## config.mk

```make
export PLATFORM = sky130hd
export DESIGN_NAME = instr_fetch_unit_flat
export DESIGN_NICKNAME = d
export VERILOG_FILES = /design/src/rtl/instr_fetch_unit_if.sv /design/src/rtl/instr_fetch_unit.sv /design/src/flat_wrapper.sv
export SDC_FILE = /design/constraint.sdc
export NUM_CORES = 1
export LEC_CHECK = 0
export CELL_PAD_IN_SITES_DETAIL_PLACEMENT = 1
export CELL_PAD_IN_SITES_GLOBAL_PLACEMENT = 2
export CORE_MARGIN = 3
export CORE_UTILIZATION = 38
export CTS_CLUSTER_DIAMETER = 120
export DETAILED_ROUTE_END_ITERATION = 8
export PLACE_DENSITY = 0.8
export SKIP_LAST_GASP = 1
export SLEW_MARGIN = 20
export SYNTH_ARGS = -nofsm -noshare
export SYNTH_HDL_FRONTEND = slang
export SYNTH_SLANG_ARGS = --single-unit
```

## constraint.sdc

```tcl
create_clock -name clk -period 3.4 [get_ports clk]
set_input_delay 0.51 -clock clk [delete_from_list [all_inputs] [get_ports clk]]
set_output_delay 0.51 -clock clk [all_outputs]
set_load 0.02 [all_outputs]
```

## src/rtl/instr_fetch_unit_if.sv

```systemverilog
// Bundles the fetch unit's memory request/response, redirect and decode-side handshake signals.
// master = fetch unit, slave = memory/datapath environment.
interface instr_fetch_unit_if;
    logic        imem_req_valid;
    logic        imem_req_ready;
    logic [31:0] imem_req_addr;
    logic        imem_rsp_valid;
    logic [31:0] imem_rsp_data;
    logic        redirect_valid;
    logic [31:0] redirect_pc;
    logic        if_valid;
    logic        if_ready;
    logic [31:0] if_instr;
    logic [31:0] if_pc;
    logic [31:0] if_pc_plus4;

    modport master (
        output imem_req_valid, imem_req_addr,
        input  imem_req_ready, imem_rsp_valid, imem_rsp_data,
        input  redirect_valid, redirect_pc,
        output if_valid, if_instr, if_pc, if_pc_plus4,
        input  if_ready
    );

    modport slave (
        input  imem_req_valid, imem_req_addr,
        output imem_req_ready, imem_rsp_valid, imem_rsp_data,
        output redirect_valid, redirect_pc,
        input  if_valid, if_instr, if_pc, if_pc_plus4,
        output if_ready
    );
endinterface

```

## src/rtl/instr_fetch_unit.sv

```systemverilog
// Fetch stage: owns the fetch PC, keeps up to DEPTH requests in flight and buffers
// returned instructions (tagged with their PC) in a circular buffer for decode.
module instr_fetch_unit #(
    parameter logic [31:0] RESET_PC = 32'h0000_0000,
    parameter int          DEPTH    = 4
) (
    input  logic                   clk,
    input  logic                   rst_n,
    instr_fetch_unit_if.master     bus
);
    localparam int PTR_W = (DEPTH > 1) ? $clog2(DEPTH) : 1;
    localparam int CNT_W = $clog2(DEPTH + 1);

    logic [31:0]      r_fetch_pc;
    logic [31:0]      r_slot_pc    [DEPTH];
    logic [31:0]      r_slot_instr [DEPTH];
    logic [DEPTH-1:0] r_slot_filled;
    logic [PTR_W-1:0] r_head;
    logic [PTR_W-1:0] r_tail;
    logic [PTR_W-1:0] r_fill;
    logic [CNT_W-1:0] r_alloc_cnt;
    logic [CNT_W-1:0] r_pend_cnt;
    logic [CNT_W-1:0] r_drop_cnt;

    logic [CNT_W:0]   w_credits;
    logic             w_req_valid;
    logic             w_fire;
    logic             w_rsp_drop;
    logic             w_rsp_fill;
    logic             w_pop;
    logic [CNT_W-1:0] w_drop_redirect;
    logic [31:0]      w_redirect_tgt;

    // Credits cover both live slots and stale requests whose responses are still owed.
    assign w_credits   = {1'b0, r_alloc_cnt} + {1'b0, r_drop_cnt};
    assign w_req_valid = rst_n && (w_credits < (CNT_W+1)'(DEPTH));
    assign w_fire      = w_req_valid && bus.imem_req_ready;
    assign w_rsp_drop  = bus.imem_rsp_valid && (r_drop_cnt != '0);
    assign w_rsp_fill  = bus.imem_rsp_valid && (r_drop_cnt == '0) && (r_pend_cnt != '0);
    assign w_pop       = r_slot_filled[r_head] && bus.if_ready;

    // Everything still owed by memory at the redirect edge becomes stale, including a same-cycle fire.
    assign w_drop_redirect = r_drop_cnt + r_pend_cnt + CNT_W'(w_fire)
                           - CNT_W'(w_rsp_drop | w_rsp_fill);
    assign w_redirect_tgt  = bus.redirect_pc & ~32'd3;

    assign bus.imem_req_valid = w_req_valid;
    assign bus.imem_req_addr  = r_fetch_pc;
    assign bus.if_valid       = r_slot_filled[r_head];
    assign bus.if_instr       = r_slot_instr[r_head];
    assign bus.if_pc          = r_slot_pc[r_head];
    assign bus.if_pc_plus4    = r_slot_pc[r_head] + 32'd4;

    always_ff @(posedge clk or negedge rst_n) begin
        if (!rst_n) begin
            r_fetch_pc    <= RESET_PC;
            r_slot_filled <= '0;
            r_head        <= '0;
            r_tail        <= '0;
            r_fill        <= '0;
            r_alloc_cnt   <= '0;
            r_pend_cnt    <= '0;
            r_drop_cnt    <= '0;
            for (int i = 0; i < DEPTH; i++) begin
                r_slot_pc[i]    <= '0;
                r_slot_instr[i] <= '0;
            end
        end else begin
            r_alloc_cnt <= r_alloc_cnt + CNT_W'(w_fire) - CNT_W'(w_pop);
            r_pend_cnt  <= r_pend_cnt + CNT_W'(w_fire) - CNT_W'(w_rsp_fill);
            r_drop_cnt  <= r_drop_cnt - CNT_W'(w_rsp_drop);
            if (w_fire) begin
                r_slot_pc[r_tail] <= r_fetch_pc;
                r_tail            <= r_tail + PTR_W'(1);
                r_fetch_pc        <= r_fetch_pc + 32'd4;
            end
            // In-order responses always land in the oldest unfilled slot.
            if (w_rsp_fill) begin
                r_slot_instr[r_fill]  <= bus.imem_rsp_data;
                r_slot_filled[r_fill] <= 1'b1;
                r_fill                <= r_fill + PTR_W'(1);
            end
            if (w_pop) begin
                r_slot_filled[r_head] <= 1'b0;
                r_head                <= r_head + PTR_W'(1);
            end
            if (bus.redirect_valid) begin
                r_slot_filled <= '0;
                r_head        <= '0;
                r_tail        <= '0;
                r_fill        <= '0;
                r_alloc_cnt   <= '0;
                r_pend_cnt    <= '0;
                r_drop_cnt    <= w_drop_redirect;
                r_fetch_pc    <= w_redirect_tgt;
            end
        end
    end
endmodule

```

## src/flat_wrapper.sv

```systemverilog
// flat-port wrapper written by rule: the top's interface ports become plain ports
module instr_fetch_unit_flat 
#(
    parameter logic [31:0] RESET_PC = 32'h0000_0000,
    parameter int          DEPTH    = 4
)
  (clk, rst_n, bus_imem_req_valid, bus_imem_req_addr, bus_imem_req_ready, bus_imem_rsp_valid, bus_imem_rsp_data, bus_redirect_valid, bus_redirect_pc, bus_if_valid, bus_if_instr, bus_if_pc, bus_if_pc_plus4, bus_if_ready);
  instr_fetch_unit_if bus_i ();
  input  logic clk;
  input  logic rst_n;
  output wire logic [$bits(bus_i.imem_req_valid)-1:0] bus_imem_req_valid;
  output wire logic [$bits(bus_i.imem_req_addr)-1:0] bus_imem_req_addr;
  input wire logic [$bits(bus_i.imem_req_ready)-1:0] bus_imem_req_ready;
  input wire logic [$bits(bus_i.imem_rsp_valid)-1:0] bus_imem_rsp_valid;
  input wire logic [$bits(bus_i.imem_rsp_data)-1:0] bus_imem_rsp_data;
  input wire logic [$bits(bus_i.redirect_valid)-1:0] bus_redirect_valid;
  input wire logic [$bits(bus_i.redirect_pc)-1:0] bus_redirect_pc;
  output wire logic [$bits(bus_i.if_valid)-1:0] bus_if_valid;
  output wire logic [$bits(bus_i.if_instr)-1:0] bus_if_instr;
  output wire logic [$bits(bus_i.if_pc)-1:0] bus_if_pc;
  output wire logic [$bits(bus_i.if_pc_plus4)-1:0] bus_if_pc_plus4;
  input wire logic [$bits(bus_i.if_ready)-1:0] bus_if_ready;
  assign bus_imem_req_valid = bus_i.imem_req_valid;
  assign bus_imem_req_addr = bus_i.imem_req_addr;
  assign bus_i.imem_req_ready = bus_imem_req_ready;
  assign bus_i.imem_rsp_valid = bus_imem_rsp_valid;
  assign bus_i.imem_rsp_data = bus_imem_rsp_data;
  assign bus_i.redirect_valid = bus_redirect_valid;
  assign bus_i.redirect_pc = bus_redirect_pc;
  assign bus_if_valid = bus_i.if_valid;
  assign bus_if_instr = bus_i.if_instr;
  assign bus_if_pc = bus_i.if_pc;
  assign bus_if_pc_plus4 = bus_i.if_pc_plus4;
  assign bus_i.if_ready = bus_if_ready;
  instr_fetch_unit #(.RESET_PC(RESET_PC), .DEPTH(DEPTH)) u_core (.clk(clk), .rst_n(rst_n), .bus(bus_i));
endmodule
```

; ---- Yosys cells after proc, flatten, opt, wreduce, memory -nomap -nowiden
; Cells that the tools add are included.
[op_classes]
n_mux = 32
shift = 0
bitwise_logic = 7
reduce_logical = 16
magnitude_cmp = 10
mul = 0
n_addsub = 14
n_eq_ne = 0
div = 0
[ops]
columns = cell, count
row1 = 128-bit bitwise mux, 2
row2 = 32-bit 2-to-1 mux, 8
row3 = 32-bit binary-select mux with 2-bit select, 2
row4 = 32-bit demux with 2-bit select, 2
row5 = 32-bit by 3-bit adder with 32-bit output (second input constant), 2
row6 = 2-bit 2-to-1 mux, 6
row7 = 4-bit 2-to-1 mux, 3
row8 = 1-bit logical AND, 10
row9 = 3-bit by 1-bit adder with 3-bit output, 3
row10 = 3-bit greater-or-equal comparator (second input constant), 3
row11 = 3-bit 2-to-1 mux, 3
row12 = 2-bit inverter with 3-bit output, 3
row13 = 3-bit by 1-bit subtractor with 3-bit output, 3
row14 = 2-bit by 1-bit adder with 2-bit output (second input constant), 3
row15 = 2-bit by 3-bit less-than comparator with 1-bit output (second input constant), 2
row16 = 3-bit by 1-bit less-than comparator with 1-bit output (second input constant), 2
row17 = 2-bit nonzero test, 3
row18 = 3-bit nonzero test, 2
row19 = 3-bit by 3-bit adder with 4-bit output, 1
row20 = 4-bit AND, 1
row21 = 1-bit demux with 2-bit select, 2
row22 = 2-bit by 1-bit greater-or-equal comparator with 1-bit output (second input constant), 2
row23 = 4-bit by 3-bit less-than comparator with 1-bit output (second input constant), 1
row24 = 4-bit inverter, 1
row25 = other kinds (7), 9
[word_totals]
mem_bits_ro = 0
ram_bits = 0
word_cells = 95
output_inout_bits = 130
latch_bits = 0
mem_count = 0
regBits = 307

; ---- Depth between registers and ports, before layout
[logic_depth]
depth_word = 9
ltp_mapped = 12

; ---- Worst setup path before layout
; No wires, ideal clock.
[synth_path]
kind = reg2out
from = register u_core.r_head[1]
to = output bus_if_pc_plus4[20]
t_arrival_ns = 2.377
required_ns = 2.890
setup_slack_ns = 0.513
path_buffers = 2
stages_incl_launch_ff = 9
cell_sequence = dfrtp_1 buf_4 clkbuf_4 mux4_2 ha_1 nand4_4 nor4_2 nand3_1 xnor2_1
[synth_via]
elab_chain_cells = 5
[synth_lines]
columns = item, line_no
row1 = start: declaration, instr_fetch_unit.sv:18  ; logic [PTR_W-1:0] r_head;
row2 = start signal: assignment, instr_fetch_unit.sv:85  ; r_head <= r_head + PTR_W'(1);
row3 = 2-bit inverter with 3-bit output, n/a
row4 = 32-bit binary-select mux with 2-bit select, n/a
row5 = 32-bit 2-to-1 mux (2 in a row), n/a
row6 = named net bus_if_pc[2], flat_wrapper.sv:20  ; output wire logic [$bits(bus_i.if_pc)-1:0] bus_if_pc;
row7 = 32-bit by 3-bit adder with 32-bit output, instr_fetch_unit.sv:52  ; assign bus.if_pc_plus4 = r_slot_pc[r_head] + 32'd4;
row8 = end: declaration, flat_wrapper.sv:21  ; output wire logic [$bits(bus_i.if_pc_plus4)-1:0] bus_if_pc_plus4;
; The timed path passes the listed nets, and every way through them passes these cells. The select of a mux whose other input is x is not followed.

; ---- Worst setup path after layout
[layout_path]
from = register u_core.r_head[0]
to = output bus_if_pc_plus4[31]
[layout_via]
elab_chain_cells = 5
[layout_lines]
columns = item, line_no
row1 = 2-bit inverter with 3-bit output (not written as such), instr_fetch_unit.sv:52
row2 = 32-bit binary-select mux with 2-bit select, instr_fetch_unit.sv:52
row3 = 32-bit 2-to-1 mux (not written as such) (2 in a row), instr_fetch_unit.sv:52
row4 = 32-bit by 3-bit adder with 32-bit output, instr_fetch_unit.sv:52
; Every way passes these cells. The select of a mux whose other input is x is not followed.

==> reports/qor.csv <==
metric;value;unit
relSlewSlack;35.3;%
wl_per_cell;20.8;µm
max_freq;0.285;GHz
ff2ff_setup_slack;0.45;ns
ant_nets;0;
setup_ws;-0.103;ns
coreArea;36900;µm²
synth_top_cell_by_area;dfrtp_1;
p_leak;8.34;nW
nets;1393;
start_util;38.8;%
hold_start;bus_redirect_valid;
wl;38.0;mm
drc;0;
post-route-min-period;3.50;ns
grt_usage;19.3;%
startpoint_type;register;
grt_pass1_vias;10380;
hold_end;u_core.bus.imem_req_addr[25]$_DFFE_PN0N_;
hold_ws;0.358;ns
syn_area_per_cell;13.6;µm²
cts_tree;done;
die-area;40000;µm²
chipWidth;200;µm
cp-end-kind;output pin;
nFillCells;3703;
drive_gt1_share;35.2;%
crit_required;2.89;ns
cts_max_level;2;
run_status;finished with violations;
clk_latency;0.53;ns
synthArstFlopShare;100;%
pwr_density_cell;691;nW/µm²
maxCapViolCount;0;
yosys_warnings;0;
hold_path.class;input pin to register;
arrival;2.99;ns
clock_skew;0.0173;ns
drt_first_pass_iters;4;
final-setup-viol-count;3;
fp.dieH;200;µm
hold_depth;3;
grt_pass1_wl;60.4;mm
place_congestion;0.749;
ys_seq_elements;297;
r2r_end;u_core.r_alloc_cnt[2]$_DFF_PN0_;
diodes;0;
vias;9481;
synth_ff_type;dfrtp_1;
area_delta_synth_final;28.3;%
antenna_found_initial;1;
pin_count;200;
violations;setup timing;
synth_edf_count;0;
r2r_cells;11;
power.total;12.7;mW
globalRouteOverflowTotal;0;
place_hpwl;25.7;mm
tightest_slew;0.971;ns
place_area;17000;µm²
regArea;7440;µm²
peakVddDrop;493;µV
portBuffers;191;
final_common_cell;dfrtp_1;
synth_area_leaders;dfrtp_1 (52%), mux2_2 (17%), mux4_2 (9.9%);
r2r_start;u_core.r_head[0]$_DFFE_PN0P_;
design_area;18400;µm²
ys_types;53;
clk_pin_slew;0.06;ns
cts_buffers;35;
path_class;register to output pin;
rsz0062_at_grt;true;
rows;70;
final_cell_mix;dfrtp_1 (295), mux2_2 (222), clkdlybuf4s50_1 (161);
synthCells;1049;
slew_violations;0;
synth_area;14300;µm²
multi_input_area;6470;µm²
yosysSeqAreaShare;51.9;%
clockBufferDepth;3;
viasPerCell;5.20;
period_share;103;%
grt_max_degree;81;
synth_top_area_share;51.9;%
critPathMaxFanout;12;
clock_sinks;297;
drt_iter0_markers;507;
hold_viol;0;
cts_root_buffer;clkbuf_16;
## per-stage QoR
step	util, %	setup TNS (ns)	instances	worst slack (ns)
global placement	46.2	0	1744	0.0128
global route	49.8	-1.79	1825	-0.241
CTS	49.4	-0.228	1814	-0.182
finish	49.8	-0.157	1825	-0.103
detailed placement	46.2	-0.0235	1744	-0.0235
floorplan	-	0	1054	0.513
## state kept, by name (all words and copies together), names as in the netlist
register	cells
u_core.bus.imem_req_addr	30
u_core.r_alloc_cnt	3
u_core.r_drop_cnt	3
u_core.r_fill	2
u_core.r_head	2
u_core.r_pend_cnt	3
u_core.r_slot_filled	4
u_core.r_slot_instr	128
u_core.r_slot_pc	120
u_core.r_tail	2
## layer usage
metal | up-vias | global-route usage, % | wire length, µm
li1 | 4280 | - | -
met1 | 4997 | 26.8 | 17000
met2 | 157 | 32.2 | 18800
met3 | 47 | 2.99 | 1510
met4 | 0 | 4.68 | 675
met5 | - | 0 | 0
## layout make-up
cell class | count | share of cell area (%)
flip-flops and latches | 297 | 40.5
multi-input cells | 660 | 35.2
repair buffers | 272 | 14.0
clock buffers | 50 | 5.51
well taps | 504 | 3.43
clock inverters | 13 | 0.750
inverters | 29 | 0.607
## cell families after synthesis
logic type      Yosys count  share of synthesized area, %
other cells               1                        0.0262
simple gates            205                          7.75
compound gates           68                          2.67
fa+ha+maj                28                          2.66
mux                     294                          28.0
flops                   297                          51.9
buf+inv                  97                          3.33
xor+xnor                 59                          3.61
## what timing repair did
item                                    4_1_cts  5_1_grt
pin swaps                                     3        9
resized for setup                           101       33
endpoints found under the hold margin         7        0
endpoints found under the setup margin       41       40
buffers inserted                              6       10
hold buffers                                  1        0
cloned                                        0        0
## report_power, final
group,switching (mW),internal (mW)
registers,0.388,4.15
logic,2.20,2.25
clock network,1.52,2.18
total,4.11,8.58
## worst max-delay path, stage by stage (launching register included)
cell and delay, ns:
dfrtp_4 0.49, buf_6 0.14, buf_12 0.15, mux4_2 0.39
nand4_4 0.12, nor4_4 0.22, buf_4 0.19, nand4_1 0.21
xnor2_1 0.27, buf_4 0.17, buf_6 0.11
## worst max-delay path by stage
stage | start | to | slack [ns]
final | u_core.r_head[0]$_DFFE_PN0P_ | bus_if_pc_plus4[31] | -0.10
after global routing | u_core.r_head[0]$_DFFE_PN0P_ | bus_if_pc_plus4[31] | -0.24
after CTS | u_core.r_head[0]$_DFFE_PN0P_ | bus_if_pc_plus4[31] | -0.18
after detailed placement | u_core.r_head[0]$_DFFE_PN0P_ | bus_if_pc_plus4[31] | -0.02
after global placement | u_core.r_head[0]$_DFFE_PN0P_ | bus_if_pc_plus4[31] | 0.01
after floorplan | u_core.r_head[1]$_DFFE_PN0P_ | bus_if_pc_plus4[20] | 0.51
## cells in the mapped netlist (all sizes together), types with 2 or more instances
cell	instances
dfrtp	297
nor4b	2
xor2	7
and4	4
a22oi	3
mux4	63
o21ai	46
nor3	18
inv	29
a211oi	5
clkbuf	22
mux2	224
xnor2	52
nor2b	6
and2	5
ha	24
nand4	18
mux2i	7
and3	13
nand3	23
nor2	23
nor4	12
a221o	2
nand2	77
buf	46
fa	4
a21oi	7
No activity file was read; power rests on OpenSTA's default activity.
